[src/rtl/ram_block_mover.sv]
// ram_block_mover: block sequencer for the 64x8 data RAM.
// Runs FILL / COPY / SUM commands taken over a valid/ready port. It drives
// the RAM address/write side and reads its combinational output_data.
// All RAM-side outputs come from registers set one cycle ahead. The
// state's access is therefore presented for the whole cycle in that state.
module ram_block_mover #(
  parameter int ADDR_WIDTH = 6,
  parameter int DATA_WIDTH = 8
) (
  input  logic                  clk,
  input  logic                  reset,
  input  logic                  cmd_valid,
  output logic                  cmd_ready,
  input  logic [1:0]            cmd_op,
  input  logic [ADDR_WIDTH-1:0] cmd_src,
  input  logic [ADDR_WIDTH-1:0] cmd_dst,
  input  logic [ADDR_WIDTH:0]   cmd_len,
  input  logic [DATA_WIDTH-1:0] cmd_data,
  output logic                  busy,
  output logic                  done,
  output logic                  err,
  output logic [DATA_WIDTH-1:0] result,
  output logic [ADDR_WIDTH-1:0] ram_address,
  output logic                  ram_write_enable,
  output logic [DATA_WIDTH-1:0] ram_input_data,
  input  logic [DATA_WIDTH-1:0] ram_output_data
);

  typedef enum logic [2:0] {
    IDLE    = 3'd0,
    FILL    = 3'd1,
    COPY_RD = 3'd2,
    COPY_WR = 3'd3,
    SUM     = 3'd4,
    DONE    = 3'd5
  } state_t;

  localparam logic [1:0] OP_FILL = 2'b00;
  localparam logic [1:0] OP_COPY = 2'b01;
  localparam logic [1:0] OP_SUM  = 2'b10;
  localparam logic [1:0] OP_RSVD = 2'b11;

  localparam logic [ADDR_WIDTH:0] LEN_ONE  = {{ADDR_WIDTH{1'b0}}, 1'b1};
  localparam logic [ADDR_WIDTH:0] LEN_ZERO = '0;

  state_t                  state;
  logic [ADDR_WIDTH-1:0]   src_reg;
  logic [ADDR_WIDTH-1:0]   dst_reg;
  logic [ADDR_WIDTH:0]     len_reg;
  logic [ADDR_WIDTH:0]     idx_reg;
  logic [DATA_WIDTH-1:0]   result_reg;
  logic                    done_reg;
  logic                    err_reg;
  logic                    we_reg;
  logic [ADDR_WIDTH-1:0]   addr_reg;
  // Holds the FILL value, and doubles as the COPY byte buffer.
  logic [DATA_WIDTH-1:0]   wdata_reg;

  logic                    last_byte;
  logic [ADDR_WIDTH:0]     idx_next;
  logic [ADDR_WIDTH-1:0]   src_next_addr;
  logic [ADDR_WIDTH-1:0]   dst_next_addr;
  logic [ADDR_WIDTH-1:0]   dst_cur_addr;

  // Index bookkeeping; address sums truncate, giving the mod-depth wrap.
  assign last_byte     = (idx_reg == (len_reg - LEN_ONE));
  assign idx_next      = idx_reg + LEN_ONE;
  assign src_next_addr = src_reg + idx_next[ADDR_WIDTH-1:0];
  assign dst_next_addr = dst_reg + idx_next[ADDR_WIDTH-1:0];
  assign dst_cur_addr  = dst_reg + idx_reg[ADDR_WIDTH-1:0];

  // Sequencer FSM: state, counters, result and registered RAM-side outputs.
  always_ff @(posedge clk) begin
    if (reset) begin
      state      <= IDLE;
      src_reg    <= '0;
      dst_reg    <= '0;
      len_reg    <= '0;
      idx_reg    <= '0;
      result_reg <= '0;
      done_reg   <= 1'b0;
      err_reg    <= 1'b0;
      we_reg     <= 1'b0;
      addr_reg   <= '0;
      wdata_reg  <= '0;
    end else begin
      done_reg <= 1'b0;
      case (state)
        IDLE: begin
          if (cmd_valid) begin
            src_reg <= cmd_src;
            dst_reg <= cmd_dst;
            len_reg <= cmd_len;
            idx_reg <= '0;
            err_reg <= 1'b0;
            if (cmd_op == OP_SUM) begin
              result_reg <= '0;
            end
            if (cmd_op == OP_RSVD) begin
              err_reg  <= 1'b1;
              state    <= DONE;
              done_reg <= 1'b1;
            end else if (cmd_len == LEN_ZERO) begin
              state    <= DONE;
              done_reg <= 1'b1;
            end else begin
              case (cmd_op)
                OP_FILL: begin
                  state     <= FILL;
                  addr_reg  <= cmd_dst;
                  we_reg    <= 1'b1;
                  wdata_reg <= cmd_data;
                end
                OP_COPY: begin
                  state    <= COPY_RD;
                  addr_reg <= cmd_src;
                  we_reg   <= 1'b0;
                end
                default: begin
                  state    <= SUM;
                  addr_reg <= cmd_src;
                  we_reg   <= 1'b0;
                end
              endcase
            end
          end
        end

        FILL: begin
          if (last_byte) begin
            state    <= DONE;
            done_reg <= 1'b1;
            we_reg   <= 1'b0;
          end else begin
            idx_reg  <= idx_next;
            addr_reg <= dst_next_addr;
          end
        end

        COPY_RD: begin
          wdata_reg <= ram_output_data;
          addr_reg  <= dst_cur_addr;
          we_reg    <= 1'b1;
          state     <= COPY_WR;
        end

        COPY_WR: begin
          we_reg <= 1'b0;
          if (last_byte) begin
            state    <= DONE;
            done_reg <= 1'b1;
          end else begin
            idx_reg  <= idx_next;
            addr_reg <= src_next_addr;
            state    <= COPY_RD;
          end
        end

        SUM: begin
          result_reg <= result_reg + ram_output_data;
          if (last_byte) begin
            state    <= DONE;
            done_reg <= 1'b1;
          end else begin
            idx_reg  <= idx_next;
            addr_reg <= src_next_addr;
          end
        end

        DONE: begin
          state     <= IDLE;
          we_reg    <= 1'b0;
          addr_reg  <= '0;
          wdata_reg <= '0;
        end

        default: begin
          state  <= IDLE;
          we_reg <= 1'b0;
        end
      endcase
    end
  end

  assign busy           = (state != IDLE);
  assign cmd_ready      = (state == IDLE);
  assign done           = done_reg;
  assign err            = err_reg;
  assign result         = result_reg;
  assign ram_address    = addr_reg;
  assign ram_input_data = wdata_reg;
  // The RAM samples write_enable on the same edge that applies reset. Gating
  // it here stops a write from landing in the cycle that reset aborts.
  assign ram_write_enable = we_reg & ~reset;

endmodule
[config.mk]
export PLATFORM = sky130hd
export DESIGN_NAME = ram_block_mover
export DESIGN_NICKNAME = d
export VERILOG_FILES = /design/src/rtl/ram_block_mover.sv
export SDC_FILE = /design/constraint.sdc
export NUM_CORES = 1
export LEC_CHECK = 0
export BUFFER_PORTS_ARGS = -buffer_cell sky130_fd_sc_hd__buf_2
export CORE_ASPECT_RATIO = 1.25
export CORE_MARGIN = 1
export CORE_UTILIZATION = 50
export CTS_CLUSTER_DIAMETER = 120
export DETAILED_ROUTE_END_ITERATION = 6
export PLACE_DENSITY = 0.8
export RECOVER_POWER = 25
export SYNTH_ARGS = -nofsm -noshare
export SYNTH_HDL_FRONTEND = slang
export SYNTH_SLANG_ARGS = --single-unit
[constraint.sdc]
create_clock -name clk -period 3.9 [get_ports clk]
set_input_delay 0.39 -clock clk [delete_from_list [all_inputs] [get_ports clk]]
set_output_delay 0.39 -clock clk [all_outputs]
set_load 0.02 [all_outputs]
Word-level counts from Yosys, hierarchy flattened --
Cells that the tools add are included.
Storage, ports and cells: bits in registers 54, latch bits 0, bits in writable memories 0, memory bits (read-only) 0, input port bits 40, output and inout bits 27, word-level logic and storage cells 94, memories 0
Operators by class: add/sub/neg operators 6, multipliers 0, divide/modulo/power cells 0, $lt $le $gt $ge 0, equality and inequality tests 19, shift operators 0, multiplexer cells 37, bitwise operators 3, reductions and logical operators 18
Operators by type and width (count):
- 2-to-1 mux 8 bit | 6
- 2-to-1 mux 6 bit | 6
- one-hot mux 6 bit (5 select lines) | 1
- one-hot mux 8 bit (3 select lines) | 1
- adder 6 bit | 3
- one-hot mux 8 bit (2 select lines) | 1
- 2-to-1 mux 3 bit | 5
- 2-to-1 mux 7 bit | 2
- inequality test 2 bit, second input constant | 7
- one-hot mux 7 bit (2 select lines) | 1
- one-hot mux 3 bit (4 select lines) | 1
- 2-to-1 mux 1 bit | 10
- AND reduction 5 bit | 2
- adder 8 bit | 1
- adder 7 x 1 -> 7 bit, second input constant | 1
- == test 7 bit | 1
- logical NOT 7 bit | 1
- subtractor 7 x 1 -> 7 bit, second input constant | 1
- == test 3 x 2 -> 1 bit, second input constant | 2
- == test 3 bit, second input constant | 2
- inequality test 2 x 1 -> 1 bit, second input constant | 3
- one-hot mux 3 bit (2 select lines) | 1
- AND reduction 3 bit | 2
- AND reduction 6 bit | 1
- 15 further kinds | 21

Longest topological paths before layout --
word-level depth 6, depth in mapped cells 14, mapped depth without buffers 13

Worst setup path before layout --
OpenSTA, ideal clock, no wires.
path type reg-to-reg, start register state[1], end register addr_reg[5], in the netlist ram_address[5], library setup time 0.116 ns, arrival time 2.803 ns, data required time 3.784 ns, path slack 0.981 ns, cell stages (with the launch flop) 13, buffers on the path 1, period minus slack after synthesis 2.919 ns, path through dfxtp_1 -> buf_2 -> inv_2 -> o21ai_2 -> mux2_2 -> ha_1 -> a21o_1 -> a21oi_1 -> o21bai_1 -> a21oi_1 -> xnor3_1 -> a221o_1 -> a41o_1
On the way: longest elaborated chain between the ends 4, elaborated cells between the ends (all ways) 15, those cells by class eq/ne (10); mux (1); reduce/logical (4)
Ends and longest elaborated chain:
- start: declaration | line 46 | state_t state;
- start signal: assignment | line 75 | state <= IDLE;
- start signal: assignment | line 101 | state <= DONE;
- start signal: assignment | line 104 | state <= DONE;
- == test 3 bit / == test 3 x 2 -> 1 bit (equally long branches) | line 88 | case (state)
- OR reduction 2 bit (no line)
- nonzero test 5 bit (no line) / inequality test 2 bit (equally long branches)
- AND reduction 6 bit (no line)
- end signal: assignment | line 110 | addr_reg <= cmd_dst;
- end signal: assignment | line 116 | addr_reg <= cmd_src;
- end signal: assignment | line 121 | addr_reg <= cmd_src;
- end: declaration | line 55 | logic [ADDR_WIDTH-1:0] addr_reg;
Parallel ways exist; a longest one is shown, timed or not. A chain may end at the register's enable or synchronous reset.

Final worst setup path --
Ends and elaborated chain as after synthesis.

==> run summary <==
Initial DRC Count: 212
Clock power frac: 23.8%
DR vias: 3,517
IO buf count: 66
Final RePlAce weighted congestion: 0.890
Post-Route WL: 9570 um
Final period util: 89.2%
CTS tree: built
Crit path cell chain: nor2_4 > nand2_2 > o21ai_2 > o21ai_0 > ha_1 > a21o_1 > a21oi_1 > o21bai_1 > a21oi_1 > xnor3_1 > a221o_1 > a41o_1
Leakage power: 1.68 nW
Fmax: 0.288 GHz
Critical path's most frequent cell: a21oi_1
Synth Net Count: 509
Skew-Pair Late Insertion Delay: 0.32 ns
EDFF count, synth: 0
Full die area: 0.00756 mm^2
Rel. slew slack: 41.6%
CTS-repair resized insts: 0
Clk Tree Root Cell: clkbuf_8
Average size of a mapped cell: 8.07 um^2
Wire per inst: 16.3 um
Total Routing Usage GR: 26.5%
Core Rows: 34
VDD IR-drop max: 0.000234 V
Total grt overflow: 0
Hold_ws: 0.312 ns
PD cells: 412 mW/mm^2
# IOs: 67
Hpwl dp: 7140 um
HP Class: primary input to flop
Post-Synthesis Cells: 447
Yosys cell types: 69
CP max-delay cell: dfxtp_1
Status: finished, final reports clean
Fin. max-slew vios: 0
Die Height: 96.9 um
DRC viols: 0
Final clock skew: 0.00756 ns
Vias in the first global route: 3,441
Initial antenna violation count: 0
Worst Path Max Fanout: 20
Sequential power share: 40.0%
Reg-to-Reg Start: state[1]
Combinational fraction of design power: 36.3%
WHS Path Cells: 3
Via density: 5.98
DRT antenna net count: 0
Layout cell share with drive strength beyond 1: 17.5%
Nets: 560
# diodes: 0
Seq cells post-synth: 54
Unrepaired setup endpoints after global routing: false
Largest net degree at the start of global routing: 55
CTS H-Tree Depth: 2
Crit start category: flop
Num CTS Buffers: 5
Worst Setup End Kind: flop
Clock transition at the registers of the reported paths: 0.10 ns
TritonRoute pass-1 iters: 5
Internal cell power: 1.05 mW
Synthesized area: 0.00361 mm^2
Fin crit period: 3.48 ns
Crit path kind: flop to flop
Worst r2r dst: ram_address[5]
Fillers: 641
Synthesis-to-layout area growth: 12.5%
First-pass GRT wire length: 16,000 um
Switching part of the total: 37.2%
Fraction of registers with async set/reset: 0%
Slew @ Worst Pin: 0.877 ns
Commonest cells after routing, fill and taps aside: nand2_1 (57), dfxtp_1 (54), a21oi_1 (48)
Yosys warnings: 0
Core area: 0.00698 mm^2
Net Sw Power: 0.621 mW
Die X: 78.0 um
Setup_tns: 0 ns
Worst reg-to-reg setup slack: 0.42 ns
Commonest non-fill, non-tap cell in the layout: nand2_1
Setup Viol. Count Final: 0
Ys flop type: dfxtp_1
Crit path largest cell delay: 0.81 ns
WP data required: 4.12 ns
CP arrival: 3.70 ns
Post-CTS setup buffers: 0
Initial Utilization: 51.7%
CTS Hold Bufs: 0
R2R cell count: 12
Endpoints failing hold: 0
Hold wc startpoint: cmd_len[3]
Finished Core Util: 58.1%
Final Power: 1.67 mW
Max-cap violation count: 0
Bufs on Longest Clock Path: 2
Worst Hold End: len_reg[3]
Clk sinks: 54
Post-synthesis sequential area ratio: 30.0%
area by class of cell:
class	instances	area, um^2	area share (%)
Inverter	14	55.1	1.36
Timing Repair Buffer	73	358	8.82
Tap cell	90	113	2.78
Sequential cell	54	1080	26.7
Multi-Input combinational cell	350	2340	57.6
Clock buffer	6	82.6	2.04
Clock inverter	1	30.0	0.741
logic make-up (layout without fill, tap and decap cells):
kind of cell    after synthesis  after routing  synth area share (%)
compound gates              127            127                  23.5
xor+xnor                     29             29                  7.81
fa+ha+maj                    22             22                  8.26
buf+inv                      43             94                  5.24
flops                        54             54                  30.0
mux                          17             17                  5.07
simple gates                155            155                  20.2
synthesized netlist by cell type (4+ instances only):
library cell	instances	area, um^2
o21ai_0	9	45.0
mux2_2	9	101
nand3_1	5	25.0
o22ai_1	10	62.6
a31oi_1	4	25.0
a21o_1	6	45.0
buf_2	5	25.0
a21oi_1	48	240
ha_1	19	238
xnor2_1	19	166
clkbuf_1	20	75.1
and3_1	4	25.0
xor2_1	8	70.1
a22oi_1	7	52.6
inv_1	11	41.3
a211oi_1	5	37.5
o21a_1	4	30.0
nand2_1	57	214
dfxtp_1	54	1080
nor2_1	44	165
nor3_1	15	75.1
nor2b_1	6	37.5
mux2i_1	7	70.1
critical path: cells and delay by family (launching register included):
kind                     cells  cell delay, ns
adder cells (fa/ha/maj)      1            0.30
flip-flops                   1            0.81
XOR/XNOR                     1            0.24
AND/OR/NAND/NOR              2            0.28
AO/OA/AOI/OAI                8            1.74
power by group through the flow:
stage                     Combinational, mW  Sequential, mW  Clock [mW]
after floorplan                       0.427           0.692           0
after global placement                0.592           0.677           0
after detailed placement              0.607           0.678           0
after CTS                             0.611           0.666       0.401
after global routing                  0.670           0.676       0.422
final                                 0.606           0.668       0.397
layer usage:
metal  global-route usage, %  vias up  routed length, um  share of wire, %
met4                    11.1        0                332               3.5
li1                        -     1701                  -                 -
met1                    31.5     1637               3840                40
met2                    46.6      144               4800                50
met5                       0        -                  0                 0
met3                    4.25       35                604               6.3
how the worst max path moves through the flow:
stage | cells after the start | startpoint | endpoint | slack, ns
finish | 12 | state[1] | ram_address[5] | 0.42
global route | 12 | state[1] | ram_address[5] | 0.15
CTS | 12 | state[1] | ram_address[5] | 0.45
detailed placement | 12 | state[1] | ram_address[4] | 0.48
global placement | 12 | state[1] | ram_address[4] | 0.56
floorplan | 12 | state[1] | ram_address[5] | 0.98
through the flow:
stage	cell area, um^2	instances	setup WS, ns
after floorplan	3610	447	0.981
after global placement	3970	581	0.559
after detailed placement	3970	581	0.481
after CTS	4080	588	0.449
after global routing	4060	588	0.150
final	4060	588	0.423
Power figures use the tool's default switching activity.
